**src/rtl/mux_vc_id_arb_if.sv**
```systemverilog
// Bundle of the two VC FIFO read ports, downstream stall, merged output and debug counters.
// slave is the arbiter's view; master is the view of whatever drives the FIFOs and sinks the output.
interface mux_vc_id_arb_if #(
   parameter int BW = 6
);
   logic [BW-1:0] vc0_data;
   logic          vc0_empty;
   logic          vc0_pop;
   logic [BW-1:0] vc1_data;
   logic          vc1_empty;
   logic          vc1_pop;
   logic          out_stall;
   logic [BW-1:0] mux_vcid_out;
   logic          mux_vcid_valid_out;
   logic [7:0]    sent_vc0_cnt;
   logic [7:0]    sent_vc1_cnt;
   logic          vc_err;

   modport slave (
      input  vc0_data, vc0_empty, vc1_data, vc1_empty, out_stall,
      output vc0_pop, vc1_pop, mux_vcid_out, mux_vcid_valid_out,
             sent_vc0_cnt, sent_vc1_cnt, vc_err
   );

   modport master (
      output vc0_data, vc0_empty, vc1_data, vc1_empty, out_stall,
      input  vc0_pop, vc1_pop, mux_vcid_out, mux_vcid_valid_out,
             sent_vc0_cnt, sent_vc1_cnt, vc_err
   );
endinterface

```
**src/rtl/mux_vc_id_arb.sv**
```systemverilog
// Merges the VC0/VC1 show-ahead FIFO heads into one registered data/valid stream.
// Define ARB_WEIGHTED_EN for weighted round-robin; the default build is strict VC0 priority.
module mux_vc_id_arb #(
   parameter int BW     = 6,
   parameter int VC_BIT = 5,
   parameter int WEIGHT = 4
) (
   input logic            clk,
   input logic            reset_L,
   mux_vc_id_arb_if.slave bus
);
   localparam logic [3:0] WEIGHT_C = WEIGHT[3:0];

   logic          grant0_s;
   logic          grant1_s;
   logic [3:0]    wcnt_q;
   logic [3:0]    wcnt_d;
   logic [BW-1:0] out_q;
   logic [BW-1:0] out_d;
   logic          valid_q;
   logic          valid_d;
   logic [7:0]    cnt0_q;
   logic [7:0]    cnt0_d;
   logic [7:0]    cnt1_q;
   logic [7:0]    cnt1_d;
   logic          err_q;
   logic          err_d;

   // Strict priority keeps wcnt at zero, so the VC1 turn never comes while VC0 has data.
   always_comb begin
      grant0_s = 1'b0;
      grant1_s = 1'b0;
      if (reset_L && !bus.out_stall) begin
         case ({bus.vc0_empty, bus.vc1_empty})
            2'b01: grant0_s = 1'b1;
            2'b10: grant1_s = 1'b1;
            2'b00: begin
               if (wcnt_q < WEIGHT_C) begin
                  grant0_s = 1'b1;
               end else begin
                  grant1_s = 1'b1;
               end
            end
            default: begin
               grant0_s = 1'b0;
               grant1_s = 1'b0;
            end
         endcase
      end else begin
         grant0_s = 1'b0;
         grant1_s = 1'b0;
      end
   end

`ifdef ARB_WEIGHTED_EN
   // Counts consecutive VC0 wins while VC1 is waiting; stalls freeze it.
   always_comb begin
      wcnt_d = wcnt_q;
      if (bus.out_stall) begin
         wcnt_d = wcnt_q;
      end else if (bus.vc1_empty || grant1_s) begin
         wcnt_d = 4'd0;
      end else if (grant0_s) begin
         wcnt_d = wcnt_q + 4'd1;
      end else begin
         wcnt_d = wcnt_q;
      end
   end
`else
   always_comb begin
      wcnt_d = 4'd0;
   end
`endif

   always_comb begin
      out_d   = out_q;
      valid_d = 1'b0;
      cnt0_d  = cnt0_q;
      cnt1_d  = cnt1_q;
      err_d   = err_q;
      if (grant0_s) begin
         out_d   = bus.vc0_data;
         valid_d = 1'b1;
         cnt0_d  = cnt0_q + 8'd1;
         err_d   = err_q | bus.vc0_data[VC_BIT];
      end else if (grant1_s) begin
         out_d   = bus.vc1_data;
         valid_d = 1'b1;
         cnt1_d  = cnt1_q + 8'd1;
         err_d   = err_q | ~bus.vc1_data[VC_BIT];
      end else begin
         valid_d = 1'b0;
      end
   end

   always_ff @(posedge clk) begin
      if (!reset_L) begin
         out_q   <= {BW{1'b0}};
         valid_q <= 1'b0;
         cnt0_q  <= 8'd0;
         cnt1_q  <= 8'd0;
         err_q   <= 1'b0;
         wcnt_q  <= 4'd0;
      end else begin
         out_q   <= out_d;
         valid_q <= valid_d;
         cnt0_q  <= cnt0_d;
         cnt1_q  <= cnt1_d;
         err_q   <= err_d;
         wcnt_q  <= wcnt_d;
      end
   end

   assign bus.vc0_pop            = grant0_s;
   assign bus.vc1_pop            = grant1_s;
   assign bus.mux_vcid_out       = out_q;
   assign bus.mux_vcid_valid_out = valid_q;
   assign bus.sent_vc0_cnt       = cnt0_q;
   assign bus.sent_vc1_cnt       = cnt1_q;
   assign bus.vc_err             = err_q;
endmodule

```
**src/flat_wrapper.sv**
```systemverilog
// flat-port wrapper written by rule: the top's interface ports become plain ports
module mux_vc_id_arb_flat 
#(
   parameter int BW     = 6,
   parameter int VC_BIT = 5,
   parameter int WEIGHT = 4
)
  (clk, reset_L, bus_vc0_data, bus_vc0_empty, bus_vc1_data, bus_vc1_empty, bus_out_stall, bus_vc0_pop, bus_vc1_pop, bus_mux_vcid_out, bus_mux_vcid_valid_out, bus_sent_vc0_cnt, bus_sent_vc1_cnt, bus_vc_err);
  mux_vc_id_arb_if #(.BW(BW)) bus_i ();
  input logic clk;
  input logic reset_L;
  input wire logic [$bits(bus_i.vc0_data)-1:0] bus_vc0_data;
  input wire logic [$bits(bus_i.vc0_empty)-1:0] bus_vc0_empty;
  input wire logic [$bits(bus_i.vc1_data)-1:0] bus_vc1_data;
  input wire logic [$bits(bus_i.vc1_empty)-1:0] bus_vc1_empty;
  input wire logic [$bits(bus_i.out_stall)-1:0] bus_out_stall;
  output wire logic [$bits(bus_i.vc0_pop)-1:0] bus_vc0_pop;
  output wire logic [$bits(bus_i.vc1_pop)-1:0] bus_vc1_pop;
  output wire logic [$bits(bus_i.mux_vcid_out)-1:0] bus_mux_vcid_out;
  output wire logic [$bits(bus_i.mux_vcid_valid_out)-1:0] bus_mux_vcid_valid_out;
  output wire logic [$bits(bus_i.sent_vc0_cnt)-1:0] bus_sent_vc0_cnt;
  output wire logic [$bits(bus_i.sent_vc1_cnt)-1:0] bus_sent_vc1_cnt;
  output wire logic [$bits(bus_i.vc_err)-1:0] bus_vc_err;
  assign bus_i.vc0_data = bus_vc0_data;
  assign bus_i.vc0_empty = bus_vc0_empty;
  assign bus_i.vc1_data = bus_vc1_data;
  assign bus_i.vc1_empty = bus_vc1_empty;
  assign bus_i.out_stall = bus_out_stall;
  assign bus_vc0_pop = bus_i.vc0_pop;
  assign bus_vc1_pop = bus_i.vc1_pop;
  assign bus_mux_vcid_out = bus_i.mux_vcid_out;
  assign bus_mux_vcid_valid_out = bus_i.mux_vcid_valid_out;
  assign bus_sent_vc0_cnt = bus_i.sent_vc0_cnt;
  assign bus_sent_vc1_cnt = bus_i.sent_vc1_cnt;
  assign bus_vc_err = bus_i.vc_err;
  mux_vc_id_arb #(.BW(BW), .VC_BIT(VC_BIT), .WEIGHT(WEIGHT)) u_core (.clk(clk), .reset_L(reset_L), .bus(bus_i));
endmodule
```
**config.mk**
```make
export PLATFORM = sky130hd
export DESIGN_NAME = mux_vc_id_arb_flat
export DESIGN_NICKNAME = d
export VERILOG_FILES = /design/src/rtl/mux_vc_id_arb_if.sv /design/src/rtl/mux_vc_id_arb.sv /design/src/flat_wrapper.sv
export SDC_FILE = /design/constraint.sdc
export NUM_CORES = 1
export LEC_CHECK = 0
export CAP_MARGIN = 20
export CORE_UTILIZATION = 30
export DETAILED_ROUTE_END_ITERATION = 10
export GPL_TIMING_DRIVEN = 0
export PLACE_DENSITY_LB_ADDON = 0.15
export RECOVER_POWER = 50
export SYNTH_ARGS = -nofsm -noshare
export SYNTH_HDL_FRONTEND = slang
export SYNTH_SLANG_ARGS = --single-unit
```
**constraint.sdc**
```tcl
create_clock -name clk -period 1.8 [get_ports clk]
set_input_delay 0.36 -clock clk [delete_from_list [all_inputs] [get_ports clk]]
set_output_delay 0.36 -clock clk [all_outputs]
set_load 0.02 [all_outputs]
```
==> results.tsv, run 1 <==
stage	metric	value	unit
floorplan	Ports	43	
critical_path	cells along the critical path	clkdlybuf4s50_1 > nand4bb_1 > clkinvlp_2 > clkbuf_2	
timing	RSZ-0062 raised after global routing	no	
finish	final core occ	47.6	%
timing	achievable frequency	0.579	GHz
yosys	Net Count, Synth	139	
critical_path	WP data arrival	1370	ps
yosys	Synth top area share	46.3	%
grt	antenna violations before repair	0	
timing	Tcrit/Tclk final	96.0	%
yosys	syn avg cell area	8.64	um2
job	max cap viols	0	
clock_tree	root buffer cell	clkbuf_4	
floorplan	DIE HEIGHT	60.8	um
clock_tree	CTS Buf Count	3	
clock_tree	Worst-Skew Late Latency	310	ps
floorplan	FP Rows	20	
routing	DR iter-0 viols	41	
place	Final GP Congestion	0.782	
yosys	sequential fraction of the synthesis area	46.3	%
floorplan	full die area	3700	um2
finish	final net count	187	
routing	drt first pass iters	4	
yosys	largest family of logic cells by synthesized area	simple AND/OR/NAND/NOR gates	
floorplan	Die X	60.8	um
grt	largest net degree at the start of global routing	15	
place	worst slack, placed	-853	ps
finish	most common cell after layout, fill and taps aside	clkdlybuf4s50_1	
yosys	Synth Area in Simple Gates	24.7	%
yosys	synthesized area	1040	um2
yosys	Synth Area in XOR/XNOR	2.53	%
timing	Final WS setup	72.9	ps
finish	antenna cells	0	
routing	Post-Route WL	2630	um
clock_tree	TritonCTS clock tree	done	
timing	Layout Skew	6.93	ps
yosys	Cells after Synth	120	
yosys	Yosys Warn Count	0	
finish	Area Growth Syn to Fin	45.7	%
routing	Vias per Instance	4.91	
finish	ratio of cells with drive above 1 in the final layout	7.19	%
floorplan	Initial Utilization	32.6	%
critical_path	critical path class	in2out	
finish	leading cell types in the layout, fill and taps excluded	clkdlybuf4s50_1, nand2_1, dfxtp_1, clkbuf_1, nand3_1	
critical_path	slowest cell delay on critical path	470	ps
pwr	Peak supply drop	0.593	mV
pwr	leakage power	0.582	nW
grt	global-route wire length before repair	4510	um
yosys	top cell type by total area after synthesis	dfxtp_1	
critical_path	CP startpoint kind	primary input	
timing	Hold Fails Final Rpt	0	
critical_path	worst endpoint required time	1440	ps
clock_tree	clock tree buffer depth	2	
routing	drt wl/cell	12.4	um
clock_tree	clock sinks	24	
routing	Antenna Violating Nets Remaining	0	
timing	worst slew margin relative to its limit	60.6	%
routing	Vias	1036	
run_status	outcome	completed	
yosys	Yosys reg bits	24	
yosys	area share of fa/ha/maj cells after synthesis	2.41	%
timing	fin crit period	1730	ps
yosys	Netlist cell types	27	
yosys	Compound-Gate Fraction of Synth Area	13.1	%
floorplan	core area	3180	um2
critical_path	Crit. End Element	output pin	
clock_tree	cts-stage hold buffer count	0	
timing	worst slew pin tran	583	ps
grt	gr usage total	16.4	%
yosys	synth top area cells	dfxtp_1, nand2_1, mux2i_1, nand3_1, o21ai_1	
clock_tree	Clk pin slew, worst setup/hold paths	130	ps
pwr	power per cell area	644	nW/um2
yosys	mux cell area share after synthesis	5.79	%
clock_tree	CTS H-tree depth	1	
grt	Overflow after GRT	0	
place	number of I/O port buffers	41	
grt	vias in the first global route	1030	
timing	final setup fails	0	
critical_path	Crit-path slowest cell	clkdlybuf4s50_1	
critical_path	crit-path max FO	3	
routing	Remaining DRCs	0	
place	HPWL after DPL	1940	um
pwr	Overall Power	0.974	mW
timing	Slew Viols, Final	0	
hold_path	HP Class	in2reg	
cells by family (layout without fill, tap and decap cells):
kind of cell	after synthesis	in the layout
AOI/OAI and AO/OA	23	23
xor gates and xnor gates	3	3
adders and majority gates	2	2
buffers and inverters	11	58
DFF	24	24
muxes	6	6
and+or+nand+nor	51	51
critical path: cells and delay by family:
kind	cells	cell delay [ps]
buffers and inverters	3	820
and+or+nand+nor	1	180
metrics by stage:
stage | TNS [ps] | std cells | instance area, um2 | hold WS [ps]
floorplan | 0 | 120 | 1040 | 515
global placement | -3420 | 205 | 1500 | 446
detailed placement | -3440 | 205 | 1500 | 467
CTS | 0 | 211 | 1580 | 340
global route | 0 | 211 | 1510 | 340
finish | 0 | 211 | 1510 | 340
cell type report:
| cell class | count | area (um2) |
|---|---|---|
| clock buffer | 4 | 36.3 |
| timing repair buffer | 44 | 383 |
| buffer | 5 | 30.0 |
| tap | 44 | 55.1 |
| multi-input combinational | 85 | 504 |
| inverter | 5 | 22.5 |
| sequential | 24 | 480 |
| fill | 342 | 1670 |
state kept, by name, summed over array words and instances (netlist names):
name,count
u_core.bus.mux_vcid_out,6
u_core.bus.mux_vcid_valid_out,1
u_core.bus.sent_vc0_cnt,8
u_core.bus.sent_vc1_cnt,8
u_core.bus.vc_err,1
cells in the mapped netlist (all sizes together):
library cell	number
nand4	3
a221oi	2
and3	1
xnor2	3
a31oi	5
or4	3
or3	2
and4	1
mux2i	6
a21oi	6
nand4bb	1
nand2b	1
nand3	8
and2	1
nor2	4
or3b	1
nand2	24
inv	5
clkbuf	4
buf	2
nor4bb	1
o31ai	3
ha	2
dfxtp	24
o21ai	7
timing repair:
item                                    4_1_cts  5_1_grt
buffers inserted                              3        0
endpoints found under the setup margin        2        7
pin swaps                                     1        0
resized for setup                            13        7
power breakdown:
group	leakage [nW]	internal, mW	total (mW)	switching (mW)
combinational	0.367	0.0703	0.134	0.0638
clock	0.0210	0.124	0.286	0.162
sequential	0.195	0.545	0.554	0.00892
path summary, 6_finish.rpt:
kind	start	to	slack, ps	cells after the start
setup / recovery	bus_vc1_empty	bus_vc1_pop	70	4
hold / removal	reset_L	u_core.bus.mux_vcid_out[3]$_SDFFE_PN0P_	340	3
setup reg to reg	u_core.bus.sent_vc0_cnt[0]$_SDFFE_PN0N_	u_core.bus.sent_vc0_cnt[6]$_SDFFE_PN0N_	260	4
hold reg to reg	u_core.bus.sent_vc1_cnt[7]$_SDFFE_PN0P_	u_core.bus.sent_vc1_cnt[7]$_SDFFE_PN0P_	470	1
layer usage:
| layer | track usage (%) | wire, um | vias to the layer above |
|---|---|---|---|
| met3 | 5.54 | 189 | 2 |
| met4 | 2.92 | 15 | 0 |
| met2 | 27.0 | 1190 | 38 |
| met1 | 21.2 | 1230 | 475 |
| li1 | - | - | 521 |
| met5 | 0 | 0 | - |
No activity file was read; power rests on OpenSTA's default activity.
==> run 2, diff against run 1 <==
--- a/config.mk
+++ b/config.mk
@@ -5,6 +5,7 @@
 export SDC_FILE = /design/constraint.sdc
 export NUM_CORES = 1
 export LEC_CHECK = 0
+export ABC_CLOCK_PERIOD_IN_PS = 1800
 export CAP_MARGIN = 20
 export CORE_UTILIZATION = 30
 export DETAILED_ROUTE_END_ITERATION = 10
==> results of run 2 <==
No change in the layout: final DEF, timing and power equal those of run 1.
==> run 3, diff against run 2 <==
--- a/config.mk
+++ b/config.mk
@@ -9,9 +9,11 @@
 export CAP_MARGIN = 20
 export CORE_UTILIZATION = 30
 export DETAILED_ROUTE_END_ITERATION = 10
+export DONT_BUFFER_PORTS = 1
 export GPL_TIMING_DRIVEN = 0
 export PLACE_DENSITY_LB_ADDON = 0.15
 export RECOVER_POWER = 50
+export SETUP_SLACK_MARGIN = 0.4
 export SYNTH_ARGS = -nofsm -noshare
 export SYNTH_HDL_FRONTEND = slang
 export SYNTH_SLANG_ARGS = --single-unit
==> constraint.sdc (replaced) <==
create_clock -name clk -period 1.8 [get_ports clk]
set_input_delay 0.18 -clock clk [delete_from_list [all_inputs] [get_ports clk]]
set_output_delay 0.18 -clock clk [all_outputs]
set_load 0.02 [all_outputs]
==> run 3 against run 2 <==
Net effect: non-clock buffer count down 39; fmax increased by 17%; sequential cell count did not move; clock-buffer cell count did not move; global-route usage is 1.1 points lower; first-iteration DRC count fell by 46%; routed wire length decreased by 4.0%; hold slack got worse by 330 ps; via count decreased by 11%; clock power up 2%.
==> results.tsv, run 3 (synthesis gave the netlist of run 1 again) <==
stage	metric	value	unit
run_status	outcome	completed	
timing	RSZ-0062 raised after global routing	yes	
place	Final GP Congestion	0.758	
finish	ratio of cells with drive above 1 in the final layout	5.47	%
critical_path	critical path class	reg2reg	
critical_path	slowest cell delay on critical path	540	ps
grt	antenna violations before repair	0	
floorplan	Initial Utilization	32.6	%
critical_path	crit-path max FO	6	
critical_path	WP data arrival	1740	ps
timing	post-route setup TNS	0	ps
floorplan	core area	3180	um2
routing	DR iter-0 viols	22	
finish	leading cell types in the layout, fill and taps excluded	nand2_1, dfxtp_1, nand3_1, o21ai_1	
grt	Overflow after GRT	0	
critical_path	Crit. End Element	flop	
hold_path	HP Class	in2reg	
floorplan	Die X	60.8	um
grt	global-route wire length before repair	4080	um
finish	Area Growth Syn to Fin	14.1	%
clock_tree	clock sinks	24	
critical_path	CP startpoint kind	flop	
clock_tree	root buffer cell	clkbuf_4	
timing	Slew Viols, Final	0	
critical_path	cells along the critical path	nand3_1 > or4_1 > a21oi_1	
timing	worst slew margin relative to its limit	57.6	%
grt	vias in the first global route	905	
job	max cap viols	0	
place	Post-DP Area	1100	um2
floorplan	Ports	43	
timing	Tcrit/Tclk final	82.3	%
pwr	Peak supply drop	0.414	mV
routing	drt first pass iters	4	
clock_tree	clock tree buffer depth	2	
critical_path	worst endpoint required time	2060	ps
grt	gr usage total	15.4	%
critical_path	Crit-path slowest cell	dfxtp_1	
timing	fin crit period	1480	ps
timing	Hold Fails Final Rpt	0	
finish	fillers	346	
critical_path	CP bufs+invs	0	
floorplan	FP Rows	20	
routing	drt wl/cell	14.7	um
grt	largest net degree at the start of global routing	14	
finish	final net count	148	
place	HPWL after DPL	1790	um
clock_tree	TritonCTS clock tree	done	
timing	Hold WS	13.8	ps
timing	worst slew pin tran	636	ps
floorplan	DIE HEIGHT	60.8	um
clock_tree	CTS H-tree depth	1	
routing	Post-Route WL	2520	um
floorplan	full die area	3700	um2
routing	Antenna Violating Nets Remaining	0	
finish	most common cell after layout, fill and taps aside	nand2_1	
routing	Remaining DRCs	0	
timing	Layout Skew	1.80	ps
timing	final setup fails	0	
routing	Vias	920	
finish	Post-Layout Inst Area	1180	um2
timing	achievable frequency	0.675	GHz
pwr	power per cell area	782	nW/um2
clock_tree	Clk pin slew, worst setup/hold paths	130	ps
finish	antenna cells	0	
routing	Vias per Instance	5.35	
place	number of I/O port buffers	0	
critical_path	delay-heaviest family, CP	simple AND/OR/NAND/NOR gates	
clock_tree	Worst-Skew Late Latency	320	ps
pwr	Overall Power	0.925	mW
pwr	leakage power	0.466	nW
clock_tree	CTS Buf Count	3	
[run 3: cell types whose count changed in the layout (fill, tap and decap cells not counted), sizes merged]
cell	previous run	this run
dlygate4sd2	2	0
buf	4	1
inv	4	5
clkinvlp	1	0
clkdlybuf4s50	31	0
clkbuf	16	9
dlygate4sd3	0	4
[run 3: final cells by class]
cell class,instances,area [um2],share of cell area (%)
Buffer,6,30.0,2.54
Clock buffer,4,36.3,3.07
Multi-Input combinational cell,85,519,43.9
Sequential cell,24,484,40.9
Timing Repair Buffer,4,40.0,3.38
Inverter,5,18.8,1.59
Tap cell,44,55.1,4.65
[run 3: worst paths after layout]
kind	start	end	slack [ps]	depth (start not counted)
setup / recovery	u_core.bus.sent_vc0_cnt[0]$_SDFFE_PN0N_	u_core.bus.sent_vc0_cnt[7]$_SDFFE_PN0N_	320	3
hold / removal	bus_vc1_data[4]	u_core.bus.mux_vcid_out[4]$_SDFFE_PN0P_	10	2
setup reg to reg	u_core.bus.sent_vc0_cnt[0]$_SDFFE_PN0N_	u_core.bus.sent_vc0_cnt[7]$_SDFFE_PN0N_	320	3
hold reg to reg	u_core.bus.sent_vc1_cnt[7]$_SDFFE_PN0P_	u_core.bus.sent_vc1_cnt[7]$_SDFFE_PN0P_	580	1
[run 3: what timing repair did]
item	CTS	global route
gates resized for setup	10	6
pin swaps	0	1
hold endpoints to repair	4	0
hold buffers	4	0
cloned	0	0
setup endpoints to repair	6	6
buffers inserted	0	0
[run 3: worst register-to-register path, stage by stage, from the launching register on]
cell	delay, ps
dfxtp_1	540
nand3_1	240
or4_1	520
a21oi_1	130
[run 3: metrics by stage]
step                      setup slack [ps]  instances  utilization [%]
final                                  319        172             37.2
after global placement                 262        164             34.8
after floorplan                        388        120                -
after CTS                              425        172             37.8
after detailed placement               228        164             34.8
after global routing                   207        172             37.2
[run 3: report_power, final]
group | internal [mW] | leakage (nW) | switching (mW)
registers | 0.544 | 0.195 | 0.0280
logic | 0.0254 | 0.249 | 0.0358
clock network | 0.124 | 0.0210 | 0.169
total | 0.693 | 0.466 | 0.233
[run 3: routing by layer]
metal | wire length [um] | part of all wire (%) | global-route usage (%) | up-vias
met3 | 203 | 8.1 | 4.90 | 5
met1 | 1100 | 43 | 19.1 | 423
met5 | 0 | 0 | 0 | -
li1 | - | - | - | 444
met2 | 1180 | 47 | 24.3 | 48
met4 | 38 | 1.5 | 6.82 | 0
